==> src/rtl/jtag_dr_bank.sv <==
// JTAG instruction/data-register bank: IR, IDCODE, BYPASS, boundary-scan gating
// and NUM_USER parallel-load user data registers behind one TDO mux.
module jtag_dr_bank #(
    parameter int unsigned                 IR_LENGTH    = 4,
    parameter logic [31:0]                 IDCODE_VALUE = 32'h1A5B_C001,
    parameter logic [IR_LENGTH-1:0]        IR_CAPTURE   = IR_LENGTH'(4'b0101),
    parameter int unsigned                 NUM_USER     = 2,
    parameter int unsigned                 USER_WIDTH   = 8,
    parameter int unsigned                 USER_BASE    = 'hA
) (
    input  logic                           internal_clk,
    input  logic                           reg_trstn,
    input  logic                           reg_tck_enable,
    input  logic                           reg_test_logic_reset,
    input  logic                           reg_capture_ir,
    input  logic                           reg_shift_ir,
    input  logic                           reg_update_ir,
    input  logic                           reg_capture_dr,
    input  logic                           reg_shift_dr,
    input  logic                           reg_update_dr,
    input  logic                           reg_tdi,
    output logic                           reg_tdo,
    output logic [IR_LENGTH-1:0]           reg_ir_out,
    output logic                           reg_mode_bsc,
    output logic                           reg_capture_bsc,
    output logic                           reg_shift_bsc,
    output logic                           reg_update_bsc,
    output logic                           reg_scan_to_bsc,
    input  logic                           reg_scan_from_bsc,
    input  logic [NUM_USER*USER_WIDTH-1:0] user_dr_in,
    output logic [NUM_USER*USER_WIDTH-1:0] user_dr_out,
    output logic [NUM_USER-1:0]            user_update_pulse
);

    localparam logic [IR_LENGTH-1:0] OpIdcode = '0;
    localparam logic [IR_LENGTH-1:0] OpExtest = IR_LENGTH'(3);
    localparam logic [IR_LENGTH-1:0] OpSample = IR_LENGTH'(8);
    localparam int unsigned          MaxUserOp = (1 << IR_LENGTH) - 2;

    if (IDCODE_VALUE[0] != 1'b1) begin : g_bad_idcode
        $error("IDCODE_VALUE bit 0 must be 1");
    end
    if (IR_CAPTURE[1:0] != 2'b01) begin : g_bad_ir_capture
        $error("IR_CAPTURE[1:0] must be 2'b01");
    end
    for (genvar k = 0; k < NUM_USER; k++) begin : g_op_check
        if (USER_BASE + k == 0 || USER_BASE + k == 3 || USER_BASE + k == 8 ||
            USER_BASE + k > MaxUserOp) begin : g_bad_op
            $error("user opcode collides with a fixed opcode or is out of range");
        end
    end

    logic [IR_LENGTH-1:0]                 ir_sr_q, ir_sr_d, ir_hold_q, ir_hold_d;
    logic [31:0]                          idcode_q, idcode_d;
    logic                                 bypass_q, bypass_d;
    logic [NUM_USER-1:0][USER_WIDTH-1:0]  user_sr_q, user_sr_d;
    logic [NUM_USER*USER_WIDTH-1:0]       user_out_q, user_out_d;
    logic [NUM_USER-1:0]                  pulse_q, pulse_d;

    logic [NUM_USER-1:0] user_sel;
    logic                is_idcode, is_bsc, is_user, is_bypass;

    for (genvar k = 0; k < NUM_USER; k++) begin : g_user_sel
        assign user_sel[k] = (ir_hold_q == IR_LENGTH'(USER_BASE + k));
    end

    assign is_idcode = (ir_hold_q == OpIdcode);
    assign is_bsc    = (ir_hold_q == OpSample) || (ir_hold_q == OpExtest);
    assign is_user   = |user_sel;
    // Anything not otherwise decoded, including all-ones, behaves as BYPASS.
    assign is_bypass = !is_idcode && !is_bsc && !is_user;

    always_comb begin
        ir_sr_d    = ir_sr_q;
        ir_hold_d  = ir_hold_q;
        idcode_d   = idcode_q;
        bypass_d   = bypass_q;
        user_sr_d  = user_sr_q;
        user_out_d = user_out_q;
        pulse_d    = '0;
        if (reg_tck_enable) begin
            if (reg_test_logic_reset) begin
                ir_sr_d    = OpIdcode;
                ir_hold_d  = OpIdcode;
                idcode_d   = '0;
                bypass_d   = 1'b0;
                user_sr_d  = '0;
                user_out_d = '0;
            end else begin
                if (reg_capture_ir) begin
                    ir_sr_d = IR_CAPTURE;
                end else if (reg_shift_ir) begin
                    ir_sr_d = {reg_tdi, ir_sr_q[IR_LENGTH-1:1]};
                end else if (reg_update_ir) begin
                    ir_hold_d = ir_sr_q;
                end

                if (is_idcode) begin
                    if (reg_capture_dr)    idcode_d = IDCODE_VALUE;
                    else if (reg_shift_dr) idcode_d = {reg_tdi, idcode_q[31:1]};
                end

                if (is_bypass) begin
                    if (reg_capture_dr)    bypass_d = 1'b0;
                    else if (reg_shift_dr) bypass_d = reg_tdi;
                end

                for (int k = 0; k < NUM_USER; k++) begin
                    if (user_sel[k]) begin
                        if (reg_capture_dr) begin
                            user_sr_d[k] = user_dr_in[k*USER_WIDTH +: USER_WIDTH];
                        end else if (reg_shift_dr) begin
                            // Written as a shift so USER_WIDTH == 1 stays legal.
                            user_sr_d[k] = (user_sr_q[k] >> 1) |
                                           (USER_WIDTH'(reg_tdi) << (USER_WIDTH - 1));
                        end else if (reg_update_dr) begin
                            user_out_d[k*USER_WIDTH +: USER_WIDTH] = user_sr_q[k];
                            pulse_d[k] = 1'b1;
                        end
                    end
                end
            end
        end
    end

    always_ff @(posedge internal_clk or negedge reg_trstn) begin
        if (!reg_trstn) begin
            ir_sr_q    <= OpIdcode;
            ir_hold_q  <= OpIdcode;
            idcode_q   <= '0;
            bypass_q   <= 1'b0;
            user_sr_q  <= '0;
            user_out_q <= '0;
            pulse_q    <= '0;
        end else begin
            ir_sr_q    <= ir_sr_d;
            ir_hold_q  <= ir_hold_d;
            idcode_q   <= idcode_d;
            bypass_q   <= bypass_d;
            user_sr_q  <= user_sr_d;
            user_out_q <= user_out_d;
            pulse_q    <= pulse_d;
        end
    end

    always_comb begin
        reg_tdo = bypass_q;
        if (reg_shift_ir) begin
            reg_tdo = ir_sr_q[0];
        end else if (is_idcode) begin
            reg_tdo = idcode_q[0];
        end else if (is_bsc) begin
            reg_tdo = reg_scan_from_bsc;
        end else begin
            for (int k = 0; k < NUM_USER; k++) begin
                if (user_sel[k]) reg_tdo = user_sr_q[k][0];
            end
        end
    end

    assign reg_ir_out        = ir_hold_q;
    assign reg_mode_bsc      = (ir_hold_q == OpExtest);
    assign reg_capture_bsc   = is_bsc && reg_capture_dr;
    assign reg_shift_bsc     = is_bsc && reg_shift_dr;
    assign reg_update_bsc    = is_bsc && reg_update_dr;
    assign reg_scan_to_bsc   = is_bsc && reg_tdi;
    assign user_dr_out       = user_out_q;
    assign user_update_pulse = pulse_q;

endmodule

==> config.mk <==
export PLATFORM = sky130hd
export DESIGN_NAME = jtag_dr_bank
export DESIGN_NICKNAME = d
export VERILOG_FILES = /design/src/rtl/jtag_dr_bank.sv
export SDC_FILE = /design/constraint.sdc
export NUM_CORES = 1
export LEC_CHECK = 0
export BUFFER_PORTS_ARGS = -buffer_cell sky130_fd_sc_hd__buf_2
export CORE_UTILIZATION = 49
export DETAILED_ROUTE_END_ITERATION = 12
export PLACE_DENSITY = 0.7
export RECOVER_POWER = 100
export REMOVE_ABC_BUFFERS = 1
export SETUP_SLACK_MARGIN = 0.15
export SLEW_MARGIN = 20
export SYNTH_ARGS = -nofsm -noshare
export SYNTH_HDL_FRONTEND = slang
export SYNTH_SLANG_ARGS = --single-unit
==> constraint.sdc <==
create_clock -name internal_clk -period 2.31 [get_ports internal_clk]
set_clock_uncertainty 0.15 [all_clocks]
set_input_delay 0.3465 -clock internal_clk [delete_from_list [all_inputs] [get_ports internal_clk]]
set_output_delay 0.3465 -clock internal_clk [all_outputs]
set_load 0.05 [all_outputs]
Yosys cells after proc, flatten, opt, wreduce, memory -nomap -nowiden

Cells that the tools add are included.

Register bits: 75
Logic and storage cells: 90

Equal/unequal tests: 8
Mux-type cells: 43
Bitwise operators: 2
Reduce and logical (&&, ||, !) cells: 28

Operators by type and width:

| kind               | number |
|---|---|
| $mux 32            | 4 |
| $mux 8             | 14 |
| $mux 16            | 2 |
| $mux 4             | 7 |
| $or 7x8->8         | 2 |
| $mux 1             | 14 |
| $eq 4x4->1 const B | 3 |
| $reduce_and 3->1   | 4 |
| $reduce_bool 2->1  | 6 |
| $reduce_and 5->1   | 2 |
| $ne 2x2->1 const B | 4 |
| $logic_and 1x1->1  | 6 |
| $reduce_bool 3->1  | 2 |
| $eq 4x2->1 const B | 1 |
| $logic_not 4->1    | 1 |
| $mux 2             | 2 |
| $reduce_and 4->1   | 1 |
| $logic_not 1->1    | 3 |
| $reduce_and 2->1   | 1 |
| $reduce_or 2->1    | 1 |
| $logic_or 1x1->1   | 1 |

Longest topological paths before layout

Depth after elaboration: 7
Depth in mapped cells: 7

Least setup slack after synthesis

No wires, ideal clock.

Kind: register to output
From: register ir_hold_q[0], in the netlist reg_ir_out[0]
To: output reg_mode_bsc
Arrival: 2.054 ns
Required time: 1.814 ns
Slack: -0.241 ns
Cell stages (with the launch flop): 4
Buffers on the path: 1
Path through: dfrtp_1 buf_2 nand2_1 nor3_1

Cells in the longest elaborated chain, start to end: 1

RTL lines:

| item                   | line | RTL |
|---|---|---|
| start, declared        | 53   | `logic [IR_LENGTH-1:0] ir_sr_q, ir_sr_d, ir_hold_q, ir_hold_d;` |
| start signal, assigned | 129  | `ir_hold_q <= OpIdcode;` |
| start signal, assigned | 137  | `ir_hold_q <= ir_hold_d;` |
| $eq 4x2->1             | 162  | `assign reg_mode_bsc = (ir_hold_q == OpExtest);` |
| end, declared          | 24   | `output logic reg_mode_bsc,` |

No other way between the ends.

Final worst setup path

From: register ir_hold_q[1], in the netlist reg_ir_out[1]
To: output reg_tdo

Cells in the longest elaborated chain, start to end: 6
Elaborated cells on any way between the ends: 11
Classes of those cells: eq/ne: 4; mux: 5; reduce/logical: 2

RTL lines:

| item                 | line | RTL |
|---|---|---|
| $eq 4x4->1           | 64   | `assign user_sel[k] = (ir_hold_q == IR_LENGTH'(USER_BASE + k));` |
| $mux 1 (2 in series) | 156  | `if (user_sel[k]) reg_tdo = user_sr_q[k][0];` |
| $mux 1               | 152  | `end else if (is_bsc) begin` |
| $mux 1 *             | 150  | `end else if (is_idcode) begin` |
| $mux 1 *             | 148  | `if (reg_shift_ir) begin` |
| end, declared        | 22   | `output logic reg_tdo,` |

Every way passes the cells marked *; elsewhere a longest branch is shown, timed or not.

==> results.toml <==
[worst_setup_path]
cp_slowest_stage_delay_ns = 0.50
crit_chain = "buf_4, nand4b_1, o31ai_2, a21oi_1, a21oi_1, buf_4"
end_kind = "output pin"
path_buf_inv = 2
start_kind = "register"
cp.arrival_ns = 1.74
cp_num_cells = 6
worst-path-max-fanout = 7
ff2ff_path_depth = 7
slowest_stage = "dfrtp_2"
crit_family = "flip-flops"
crit_type = "register to output pin"
cp_data_required_time_ns = 1.81

[final_layout]
num-fill-cells = 680
layout_commonest_cell = "nand2_1"
post-route-cell-area_um2 = 4420
synthToLayoutAreaGrowth_pct = 19.2
final_cell_mix = "nand2_1 (86), dfrtp_1 (71), o21ai_0 (37), clkbuf_1 (28), buf_2 (26)"
nets = 493
drive_gt1_frac = 0.191
n_antenna_cell = 0

[timing]
drv_slew = 0
fmax_mhz = 447
rsz0062_at_grt = "yes"
tns_ns = 0
hold_viol = 0
holdWs_ns = 0.104
worstMarginPinSlew_ns = 1.04
finalSetupViolCount = 0
finalCritPeriodShare = 0.968
slew_headroom = 0.306
min_period_ns = 2.24
setup_ws_ns = 0.0732

[clocking]
clock-sinks = 75
htreeDepth = 3
insertion_delay_ns = 0.35
clk_pin_slew_ns = 0.09
clock_path_buffers = 2
cts_tree = "built"
cts_inserted_buffers = 9
cts-root-buf = "clkbuf_8"

[synth]
ys_ff_latch = 75
yosysSeqAreaShare = 0.506
syn_area_um2 = 3710
yosys.area_share.simple = 0.193
synth_top_cells_by_area = "dfrtp_1 (51%), nand2_1 (8.7%), o21ai_0 (5.0%), mux2i_1 (3.8%), a21oi_1 (2.7%)"
synthCells = 406
yosysTopAreaCellShare = 0.506
synthArstFlopShare = 1.00
synth_compound_area_frac = 0.195
yosys_most_used_dff = "dfrtp_1"
synthDistinctLibCells = 40
synth_fa_ha_area_frac = 0
synth_top_area_cell = "dfrtp_1"
syn_avg_cell_area_um2 = 9.14
synth_xor_area_frac = 0
yosysWarnings = 0
synth_top_family_by_area = "compound AO/OA/AOI/OAI gates"
muxShareOfSynthArea = 0.0499
synth_edf_count = 0

[grt]
grt_max_degree = 41
grt_pass1_wl_um = 14000
grt_pass1_vias = 2868
grt-ovfl-total = 0
grtUsageTotal = 0.232
antenna_found_initial = 0

[hold_path]
whs_path_depth = 2
hold_path.class = "input port to register"

[status]
status = "finished clean"

[drt]
dr.first_iter.drc_count = 193
drcViolationCount = 0
ant_nets = 0
wl_per_cell_um = 15.1
dr.pass1.iters = 4
vias = 3160
viasPerCell = 5.55
routed_wl_um = 8580

[pwr]
p_per_area_nw_per_um2 = 716
leakagePower_uw = 0.00193
max-vdd-ir-drop_mv = 0.391

[flow_run]
max_cap_viol_count = 0

[place]
dp_hpwl_um = 5410
gp_congestion = 0.779
portBuffers = 55
dp_slack_ns = 0.301
dpl_cell_area_um2 = 4110

[floorplan]
fp.dieH_um = 89.0
fp.coreArea_um2 = 7290
rows = 31
fp.dieW_um = 89.0
initial_core_util = 0.509
dieArea_um2 = 7930
ios = 56
## worst paths after layout
kind / startpoint / to / slack (ns)
max reg2reg: reg_ir_out[0] / user_dr_out[7] / 0.18
min: reg_capture_ir / ir_sr_q[3] / 0.10
max: reg_ir_out[1] / reg_tdo / 0.07
max in group asynchronous: reg_trstn / reg_ir_out[2] / 0.68
min in group asynchronous: reg_trstn / idcode_q[24] / 0.59
min reg2reg: idcode_q[10] / idcode_q[10] / 0.33
## cell families (layout without fill, tap and decap cells)
logic type,Yosys count,count (layout)
buffers and inverters,49,113
flip-flops,75,75
multiplexers,18,18
AND/OR/NAND/NOR,151,151
AO/OA/AOI/OAI,113,113
## worst reg2reg max path: stages (launching register included)
cell and delay, ns:
dfrtp_2 0.48, clkbuf_2 0.17, buf_4 0.16, nand4bb_1 0.27
clkbuf_1 0.24, nor3_4 0.33, a2bb2oi_1 0.12, o22ai_1 0.14
## what timing repair did
| item | 4_1_cts | 5_1_grt |
|---|---|---|
| pin swaps | 0 | 6 |
| resized for setup | 8 | 16 |
| buffers inserted | 9 | 3 |
| setup endpoints to repair | 5 | 5 |
| hold buffers | 1 | 0 |
| hold endpoints to repair | 38 | 0 |
## through the flow
stage          instances   util  power, uW
3_3_place_gp         540  0.564       2220
3_5_place_dp         540  0.564       2240
2_1_floorplan        372      -       2010
4_1_cts              566  0.603       3190
6_report             569  0.607       3170
5_1_grt              569  0.607       3340
## final cells by class
cell class,count,area [um^2],area share
clock inverters,4,25.0,0.00566
inverters,15,56.3,0.0127
clock buffers,12,155,0.0351
flip-flops and latches,75,1880,0.425
well taps,99,124,0.0280
repair buffers,82,488,0.110
multi-input cells,282,1690,0.383
## synthesized netlist by cell type (2+ instances only)
library cell and n:
a21oi_1 20, a22o_1 6, a2bb2oi_1 8, and2_1 5, buf_1 3, buf_2 13
clkbuf_1 17, dfrtp_1 75, inv_1 15, mux2_2 4, mux2i_1 14, nand2_1 86
nand2b_1 8, nand3_1 2, nor2_1 15, nor2b_1 2, nor3_1 19, nor3_4 2
nor3b_1 3, o21a_1 3, o21ai_0 37, o221ai_1 9, o22ai_1 10, o31ai_1 13
o32ai_1 2
## layer usage
metal	vias up	routed length, um	track usage	share of wire
li1	1534	-	-	-
met5	-	0	0	0
met3	11	447	0.0563	0.052
met2	87	4170	0.345	0.49
met4	0	125	0.0693	0.015
met1	1528	3840	0.338	0.45
## where the power goes
| part | internal [uW] | total (uW) | switching (uW) |
|---|---|---|---|
| registers | 1480 | 1630 | 155 |
| clock network | 446 | 938 | 492 |
| logic | 224 | 598 | 375 |
| total | 2150 | 3170 | 1020 |
## sequential cells by signal (all words and copies together) (netlist names)
| register | flops |
|---|---|
| user_update_pulse | 2 |
| user_dr_out | 16 |
| user_sr_q | 16 |
| bypass_q | 1 |
| reg_ir_out | 4 |
| idcode_q | 32 |
| ir_sr_q | 4 |
Power figures use the tool's default switching activity.
